`config.mk`:
```
export PLATFORM = sky130hd
export DESIGN_NAME = cpu_run_ctrl
export DESIGN_NICKNAME = d
export VERILOG_FILES = /design/src/rtl/cpu_run_ctrl.sv
export SDC_FILE = /design/constraint.sdc
export NUM_CORES = 1
export LEC_CHECK = 0
export CORE_ASPECT_RATIO = 0.75
export CORE_UTILIZATION = 30
export CTS_BUF_LIST = sky130_fd_sc_hd__clkbuf_16
export DETAILED_ROUTE_END_ITERATION = 6
export GPL_TIMING_DRIVEN = 0
export PLACE_DENSITY = 0.62
export SKIP_LAST_GASP = 1
export SYNTH_ARGS = -nofsm -noshare
export SYNTH_HDL_FRONTEND = slang
export SYNTH_SLANG_ARGS = --single-unit
export TNS_END_PERCENT = 20
```
`constraint.sdc`:
```
create_clock -name clk -period 2.9 [get_ports clk]
set_input_delay 0.58 -clock clk [delete_from_list [all_inputs] [get_ports clk]]
set_output_delay 0.58 -clock clk [all_outputs]
set_load 0.005 [all_outputs]
```
`src/rtl/cpu_run_ctrl.sv`:
```
// cpu_run_ctrl
//   Run/step/halt controller for the RV32I core on the DE2 board. The core runs
//   on the board clock and is advanced only by single-cycle pulses on cpu_ce.
//   Three ways to advance it: fast run (a pulse on every clk), slow run (one
//   pulse per slow tick), and single-step from a debounced push-key.
//
//   Optional feature: define BREAKPOINT_EN to build the PC breakpoint
//   comparator and the BRK state. Without it, pc_in and bp_addr are ignored
//   and bp_hit is tied low.
//
// Ports
//   clk         board clock (CLOCK_50)
//   rst         synchronous reset, active-high
//   run_sw      async switch, 1 = run, 0 = halt
//   fast_sw     async switch, 1 = pulse every clk, 0 = slow tick rate
//   step_btn_n  async raw key, active-low; one press gives one step
//   pc_in       current core PC (breakpoint compare only)
//   bp_addr     breakpoint address (breakpoint compare only)
//   cpu_ce      core clock-enable, one-clk pulses
//   halted      high in HALT or BRK
//   bp_hit      high in BRK
//   heartbeat   toggles on every slow tick, in any state
//   cycle_cnt   number of cpu_ce pulses issued, saturating at all-ones
//
// state | meaning
// ------+------------------------------------------------------------
// HALT  | core stopped; a debounced key press issues one cpu_ce
// RUN   | core free-running at the fast or slow rate
// BRK   | stopped on a breakpoint; steps allowed, run_sw must toggle
module cpu_run_ctrl #(
  parameter int unsigned CLK_HZ       = 50_000_000,
  parameter int unsigned SLOW_HZ      = 10,
  parameter int unsigned DEBOUNCE_CYC = 1_000_000,
  parameter int unsigned CNT_W        = 32
) (
  input  logic             clk,
  input  logic             rst,
  input  logic             run_sw,
  input  logic             fast_sw,
  input  logic             step_btn_n,
  input  logic [31:0]      pc_in,
  input  logic [31:0]      bp_addr,
  output logic             cpu_ce,
  output logic             halted,
  output logic             bp_hit,
  output logic             heartbeat,
  output logic [CNT_W-1:0] cycle_cnt
);

  localparam int unsigned DIV   = CLK_HZ / SLOW_HZ;
  localparam int unsigned DIV_W = (DIV > 1) ? $clog2(DIV) : 1;
  localparam int unsigned DB_W  = (DEBOUNCE_CYC > 1) ? $clog2(DEBOUNCE_CYC) : 1;
  localparam logic [DIV_W-1:0] DIV_LAST = DIV_W'(DIV - 1);
  localparam logic [DB_W-1:0]  DB_LAST  = DB_W'(DEBOUNCE_CYC - 1);

  typedef enum logic [1:0] {
    ST_HALT = 2'd0,
    ST_RUN  = 2'd1,
    ST_BRK  = 2'd2
  } state_t;

  logic [1:0]       run_sync;
  logic [1:0]       fast_sync;
  logic [1:0]       step_sync;
  logic             run_s;
  logic             fast_s;
  logic             step_s;
  logic [DIV_W-1:0] div_cnt;
  logic             tick;
  logic [DB_W-1:0]  db_cnt;
  logic             step_db;
  logic             step_req;
  state_t           state_q;
  state_t           state_d;
  logic             ce_d;
  logic             run_ce;

  // Two-flop synchronizers; the key idles high so its chain resets to 1.
  always_ff @(posedge clk) begin
    if (rst) begin
      run_sync  <= 2'b00;
      fast_sync <= 2'b00;
      step_sync <= 2'b11;
    end else begin
      run_sync  <= {run_sync[0], run_sw};
      fast_sync <= {fast_sync[0], fast_sw};
      step_sync <= {step_sync[0], step_btn_n};
    end
  end

  assign run_s  = run_sync[1];
  assign fast_s = fast_sync[1];
  assign step_s = step_sync[1];

  // Free-running slow-tick divider. div_cnt holds the clks remaining before
  // the next tick, so reload value DIV-1 is the same phase as a count of 0.
  assign tick = (div_cnt == '0);

  always_ff @(posedge clk) begin
    if (rst) begin
      div_cnt   <= DIV_LAST;
      heartbeat <= 1'b0;
    end else begin
      if (tick) begin
        div_cnt   <= DIV_LAST;
        heartbeat <= ~heartbeat;
      end else begin
        div_cnt <= div_cnt - DIV_W'(1);
      end
    end
  end

  // Debouncer: db_cnt counts down while the synced key disagrees with the
  // debounced level and reloads whenever they agree, so the level only flips
  // after DEBOUNCE_CYC consecutive disagreeing clks. Only the press (1->0)
  // raises step_req.
  always_ff @(posedge clk) begin
    if (rst) begin
      step_db  <= 1'b1;
      db_cnt   <= DB_LAST;
      step_req <= 1'b0;
    end else begin
      step_req <= 1'b0;
      if (step_s == step_db) begin
        db_cnt <= DB_LAST;
      end else if (db_cnt == '0) begin
        step_db  <= step_s;
        db_cnt   <= DB_LAST;
        step_req <= ~step_s;
      end else begin
        db_cnt <= db_cnt - DB_W'(1);
      end
    end
  end

`ifdef BREAKPOINT_EN
  logic bp_match;
  assign bp_match = (pc_in == bp_addr);
`else
  logic unused_bp;
  assign unused_bp = ^{pc_in, bp_addr};
`endif

  always_comb begin
    state_d = state_q;
    ce_d    = 1'b0;
    run_ce  = fast_s | tick;
    case (state_q)
      ST_HALT: begin
        ce_d = step_req;
        if (run_s) state_d = ST_RUN;
      end
      ST_RUN: begin
        if (!run_s) begin
          state_d = ST_HALT;
        end else begin
          ce_d = run_ce;
`ifdef BREAKPOINT_EN
          // The pulse that would execute the breakpoint PC is swallowed.
          if (run_ce && bp_match) begin
            ce_d    = 1'b0;
            state_d = ST_BRK;
          end
`endif
        end
      end
      ST_BRK: begin
        // Stepping ignores the comparator so the core can leave the bp PC.
        ce_d = step_req;
        if (!run_s) state_d = ST_HALT;
      end
      default: state_d = ST_HALT;
    endcase
  end

  always_ff @(posedge clk) begin
    if (rst) begin
      state_q <= ST_HALT;
      cpu_ce  <= 1'b0;
    end else begin
      state_q <= state_d;
      cpu_ce  <= ce_d;
    end
  end

  assign halted = (state_q != ST_RUN);

`ifdef BREAKPOINT_EN
  assign bp_hit = (state_q == ST_BRK);
`else
  assign bp_hit = 1'b0;
`endif

  always_ff @(posedge clk) begin
    if (rst) begin
      cycle_cnt <= '0;
    end else if (cpu_ce && (cycle_cnt != '1)) begin
      cycle_cnt <= cycle_cnt + CNT_W'(1);
    end
  end

endmodule

```
== Yosys cells after proc, flatten, opt, wreduce, memory -nomap -nowiden ==
Index checks and enable logic that the tools add are counted.
Word-level totals
  register bits: 87
  logic and storage cells: 42
Operators by class
  add/subtract/negate cells: 3
  equality and inequality tests: 7
  mux-type cells: 5
  bitwise operators: 5
  reductions and logical operators: 11
Operators with widths (count)
  $add 32x1->32 const B: 1
  $ne 32x32->1 const B: 1
  $logic_not 23->1: 1
  $sub 23x1->23 const B: 1
  $logic_not 20->1: 1
  $sub 20x1->20 const B: 1
  $reduce_or 2->1: 3
  $reduce_or 3->1: 2
  $mux 2: 2
  $ne 2x2->1 const B: 2
  $not 1->1: 4
  $pmux 2 s2: 1
  $reduce_and 2->1: 2
  $eq 2x1->1 const B: 1
  $eq 2x2->1 const B: 1
  $logic_not 2->1: 1
  $ne 2x1->1 const B: 1
  $pmux 1 s2: 1
  $eq 1x1->1: 1
  $logic_and 1x1->1: 1
  $mux 1: 1
  $or 1x1->1: 1

== Depth between registers and ports, before layout ==
  word-level depth: 4
  depth in mapped cells: 7
  mapped depth without buffers: 6

== Worst setup path after synthesis ==
OpenSTA, ideal clock, no wires.
  path kind: flip-flop to flip-flop
  start point: register db_cnt[13]
  end point: register db_cnt[9]
  data arrival time: 1.967 ns
  required time: 2.832 ns
  slack: 0.865 ns
  cell stages (with the launch flop): 7
  buffers on the path: 1
  period minus slack after synthesis: 2.035 ns
  cell sequence: dfxtp_1 > or4_4 > or4_4 > or2_4 > and2_4 > buf_6 > nand3_1
On the way
  word-level cells in the longest chain between the ends: 2
Ends and longest elaborated chain
  start, declared: RTL line 70  | logic [DB_W-1:0] db_cnt;
  start signal, assigned: RTL line 131  | db_cnt <= db_cnt - DB_W'(1);
  $logic_not 20->1: RTL line 126  | end else if (db_cnt == '0) begin
  $reduce_or 3->1 (no source line)
Every way passes these cells.
A chain may end at the register's enable or synchronous reset.

== Worst setup path in the final report ==
  start point: input port rst
  end point: register cycle_cnt[8]
RTL lines
  start, declared: RTL line 37  | input logic rst,
  end signal, assigned: RTL line 198  | cycle_cnt <= cycle_cnt + CNT_W'(1);
  end, declared: RTL line 47  | output logic [CNT_W-1:0] cycle_cnt
No word-level cell between the ends.

==> flow_metrics.py <==
metrics = {
    "synth": {
        "yosysWarnings": 0,
        "synth.avg_cell_area_um2": 8.726,
        "synth_nets": 505,
        "synth_cell_type_count": 45,
        "syn_area_mm2": 0.003761,
        "ys_ff_latch": 86,
        "synth_seq_area_share": 0.4578,
        "synthCells": 431,
    },
    "sta": {
        "tns_ns": 0,
        "hold_viol_final": 0,
        "finalCriticalPeriod_ns": 2.408,
        "setup_ws_ns": 0.4916,
        "setup_viol": 0,
        "report.final.slew_viol_count": 0,
        "fmax_mhz": 415.2,
        "finClkSkew_ns": 0.008848,
        "rsz0062_at_grt": "no",
        "tightestPinTransition_ns": 0.7225,
        "min_period_over_period": 0.8305,
        "relSlewSlack": 0.5139,
        "hold_ws_ns": 0.4161,
    },
    "power": {
        "switching_power_mw": 0.5026,
        "p_leak_nw": 1.535,
        "netSwitchingFraction": 0.2119,
        "peakVddDrop_v": 0.0002371,
        "power_density_mw_per_mm2": 510.4,
        "power_mw": 2.372,
        "clkPwrFrac": 0.477,
        "pwr-share-comb": 0.020,
        "p_int_mw": 1.869,
        "seqPwrFrac": 0.503,
    },
    "clock_tree": {
        "cts_resized": 0,
        "h-tree-depth": 3,
        "cts_inserted_buffers": 9,
        "cts_sinks": 86,
        "cts_tree": "built",
        "clk_latency_ns": 0.34,
        "cts_setup_buffers": 0,
        "clk_pin_slew_worst_paths_ns": 0.06,
        "cts-root-buf": "clkbuf_16",
        "clockBufferDepth": 2,
        "postCtsHoldBufs": 0,
    },
    "worst_setup_path": {
        "start_kind": "input port",
        "cpPeakStageDelay_ns": 0.61,
        "crit_required_ns": 3.11,
        "crit_type": "input port to flip-flop",
        "cp-end-kind": "flip-flop",
        "arrival_ns": 2.61,
        "cpMaxStageDelayCell": "clkdlybuf4s50_1",
        "cp_max_fo": 10,
        "crit_top_cell": "clkbuf_1",
        "critical_path.cell_chain": "clkdlybuf4s50_1, clkbuf_1, clkbuf_1, clkbuf_1, nor2_1",
    },
    "layout": {
        "syn2layout_area_growth_pct": 23.55,
        "fill_cells": 1261,
        "antenna_cells": 0,
        "final_nets": 555,
        "drive_above_1_share": 0.07629,
    },
    "routing": {
        "route.detailed.drc": 0,
        "ant_nets": 0,
        "drt-total-wl_um": 8433,
        "post_drt_wl_per_cell_um": 12.95,
        "drt_pre_antenna_iters": 5,
        "vias_per_cell": 4.797,
        "drt_iter0_drc": 147,
        "dr_total_vias": 3123,
    },
    "global_routing": {
        "grt_pass1_vias": 2924,
        "antenna_found_initial": 0,
        "grt_max_degree": 15,
        "grt_pass1_wl_um": 14120,
        "track_usage": 0.1357,
        "overflow": 0,
    },
    "min_path": {
        "hold_path_class": "flip-flop to flip-flop",
    },
    "placement": {
        "pre_cts_slack_ns": 0.03604,
        "hpwl_um": 6181,
        "portBuffers": 39,
        "gp_congestion": 0.8012,
    },
    "floorplanning": {
        "io_pins": 105,
        "coreArea_mm2": 0.01226,
        "start_util": 0.3067,
        "fp-row-count": 35,
        "die_y_um": 98.97,
        "die_area_mm2": 0.01299,
        "die_w_um": 131.3,
    },
    "status": {
        "status": "finished clean",
    },
    "job": {
        "maxCapViolCount": 0,
    },
}
metal layers:
layer,up-vias,track usage,share of wire
li1,1596,-,-
met1,1455,0.1775,0.49
met2,63,0.2160,0.45
met3,9,0.03601,0.052
met4,0,0.04741,0.0098
met5,-,0,0
cells in the final DEF, fill, tap and decap left out, types with 7 or more instances in the layout:
cell and instances:
dfxtp_1 86, nor2_1 51, nand2_1 47, clkdlybuf4s50_1 39
xnor2_1 35, nor3_1 23, or3_1 20, o21ai_0 20
a21oi_1 20, nand3_1 15, inv_1 11, nor4_1 9
nand4_1 9, nor2b_1 9, clkbuf_16 9, xor2_1 8
clkbuf_1 7, and3_1 7
per-stage QoR:
stage / cells / cell area [µm²] / utilization
4_1_cts: 651 / 4647 / 0.3790
3_5_place_dp: 636 / 4359 / 0.3555
2_1_floorplan: 431 / 3761 / -
3_3_place_gp: 636 / 4359 / 0.3555
5_1_grt: 651 / 4647 / 0.3790
6_report: 651 / 4647 / 0.3790
kinds of logic (layout without fill, tap and decap cells):
kind of cell / after synthesis / after routing / synth area share
mux: 7 / 7 / 0.01996
fa+ha+maj: 5 / 5 / 0.01663
compound gates: 55 / 55 / 0.08949
other cells: 1 / 1 / 0.0009970
xor+xnor: 43 / 43 / 0.1001
flops: 86 / 86 / 0.4578
buf+inv: 22 / 76 / 0.02595
simple gates: 212 / 212 / 0.2891
critical path, delay by kind of cell:
kind                   cells  cell delay, ns
AND/OR/NAND/NOR            1            0.11
buffers and inverters      4            1.92
cell usage after synthesis, drive strengths merged:
cell type / instances / area [µm²]
nand4: 10 / 68.81
o21ba: 1 / 10.01
or2: 5 / 33.78
buf: 5 / 33.78
nor4b: 1 / 8.760
nand2b: 1 / 6.260
and4: 3 / 26.28
nor3: 23 / 115.1
o21ai: 20 / 100.1
o41ai: 2 / 17.52
or3: 20 / 125.1
a21oi: 20 / 100.1
o211ai: 2 / 15.01
mux2i: 3 / 30.03
nand3b: 2 / 15.01
and3: 7 / 43.79
xor2: 8 / 70.07
or4: 5 / 48.79
conb: 1 / 3.750
xnor2: 35 / 306.5
o31a: 1 / 8.760
inv: 10 / 37.54
o31ai: 4 / 48.79
nor4: 11 / 81.32
a31oi: 2 / 12.51
and2: 2 / 15.02
dfxtp: 86 / 1722
nand2: 47 / 176.4
nand3: 15 / 75.07
clkbuf: 7 / 26.28
o22ai: 1 / 6.260
ha: 5 / 62.56
mux2: 4 / 45.04
a211o: 2 / 17.52
nor2b: 9 / 56.30
nor2: 51 / 191.4
layout make-up:
class | instances | area, µm² | area share
well taps | 166 | 207.7 | 0.04470
clock buffers | 9 | 225.2 | 0.04847
multi-input cells | 323 | 1942 | 0.4179
inverters | 10 | 37.54 | 0.008078
flip-flops and latches | 86 | 1722 | 0.3705
clock inverters | 6 | 62.56 | 0.01346
plain buffers | 12 | 60.06 | 0.01292
repair buffers | 39 | 390.4 | 0.08401
registers in the layout, indices dropped and copies added (netlist names):
register,count
heartbeat,1
step_sync,2
db_cnt,20
cycle_cnt,32
run_sync,2
step_db,1
state_q,1
step_req,1
div_cnt,23
cpu_ce,1
fast_sync,2
power groups by stage:
stage                     Combinational (mW)  Clock (mW)  Sequential (mW)
after floorplan                       0.0293           0             1.22
after global placement                0.0463           0             1.22
after detailed placement              0.0472           0             1.22
after CTS                             0.0474        1.17             1.19
after global routing                  0.0532        1.21             1.19
final                                 0.0463        1.13             1.19
path summary, 6_finish.rpt:
kind                            cells past startpoint  slack (ns)                  startpoint                         end
worst max-delay path                                5        0.49                         rst   cycle_cnt[8]$_SDFFE_PP0P_
worst min-delay path                                1        0.42     step_sync[0]$_SDFF_PP1_     step_sync[1]$_SDFF_PP1_
worst max register to register                      5        0.54  cycle_cnt[12]$_SDFFE_PP0P_  cycle_cnt[29]$_SDFFE_PP0P_
worst min register to register                      1        0.42     step_sync[0]$_SDFF_PP1_     step_sync[1]$_SDFF_PP1_
Note: power is estimated with default switching activity, not from simulation.
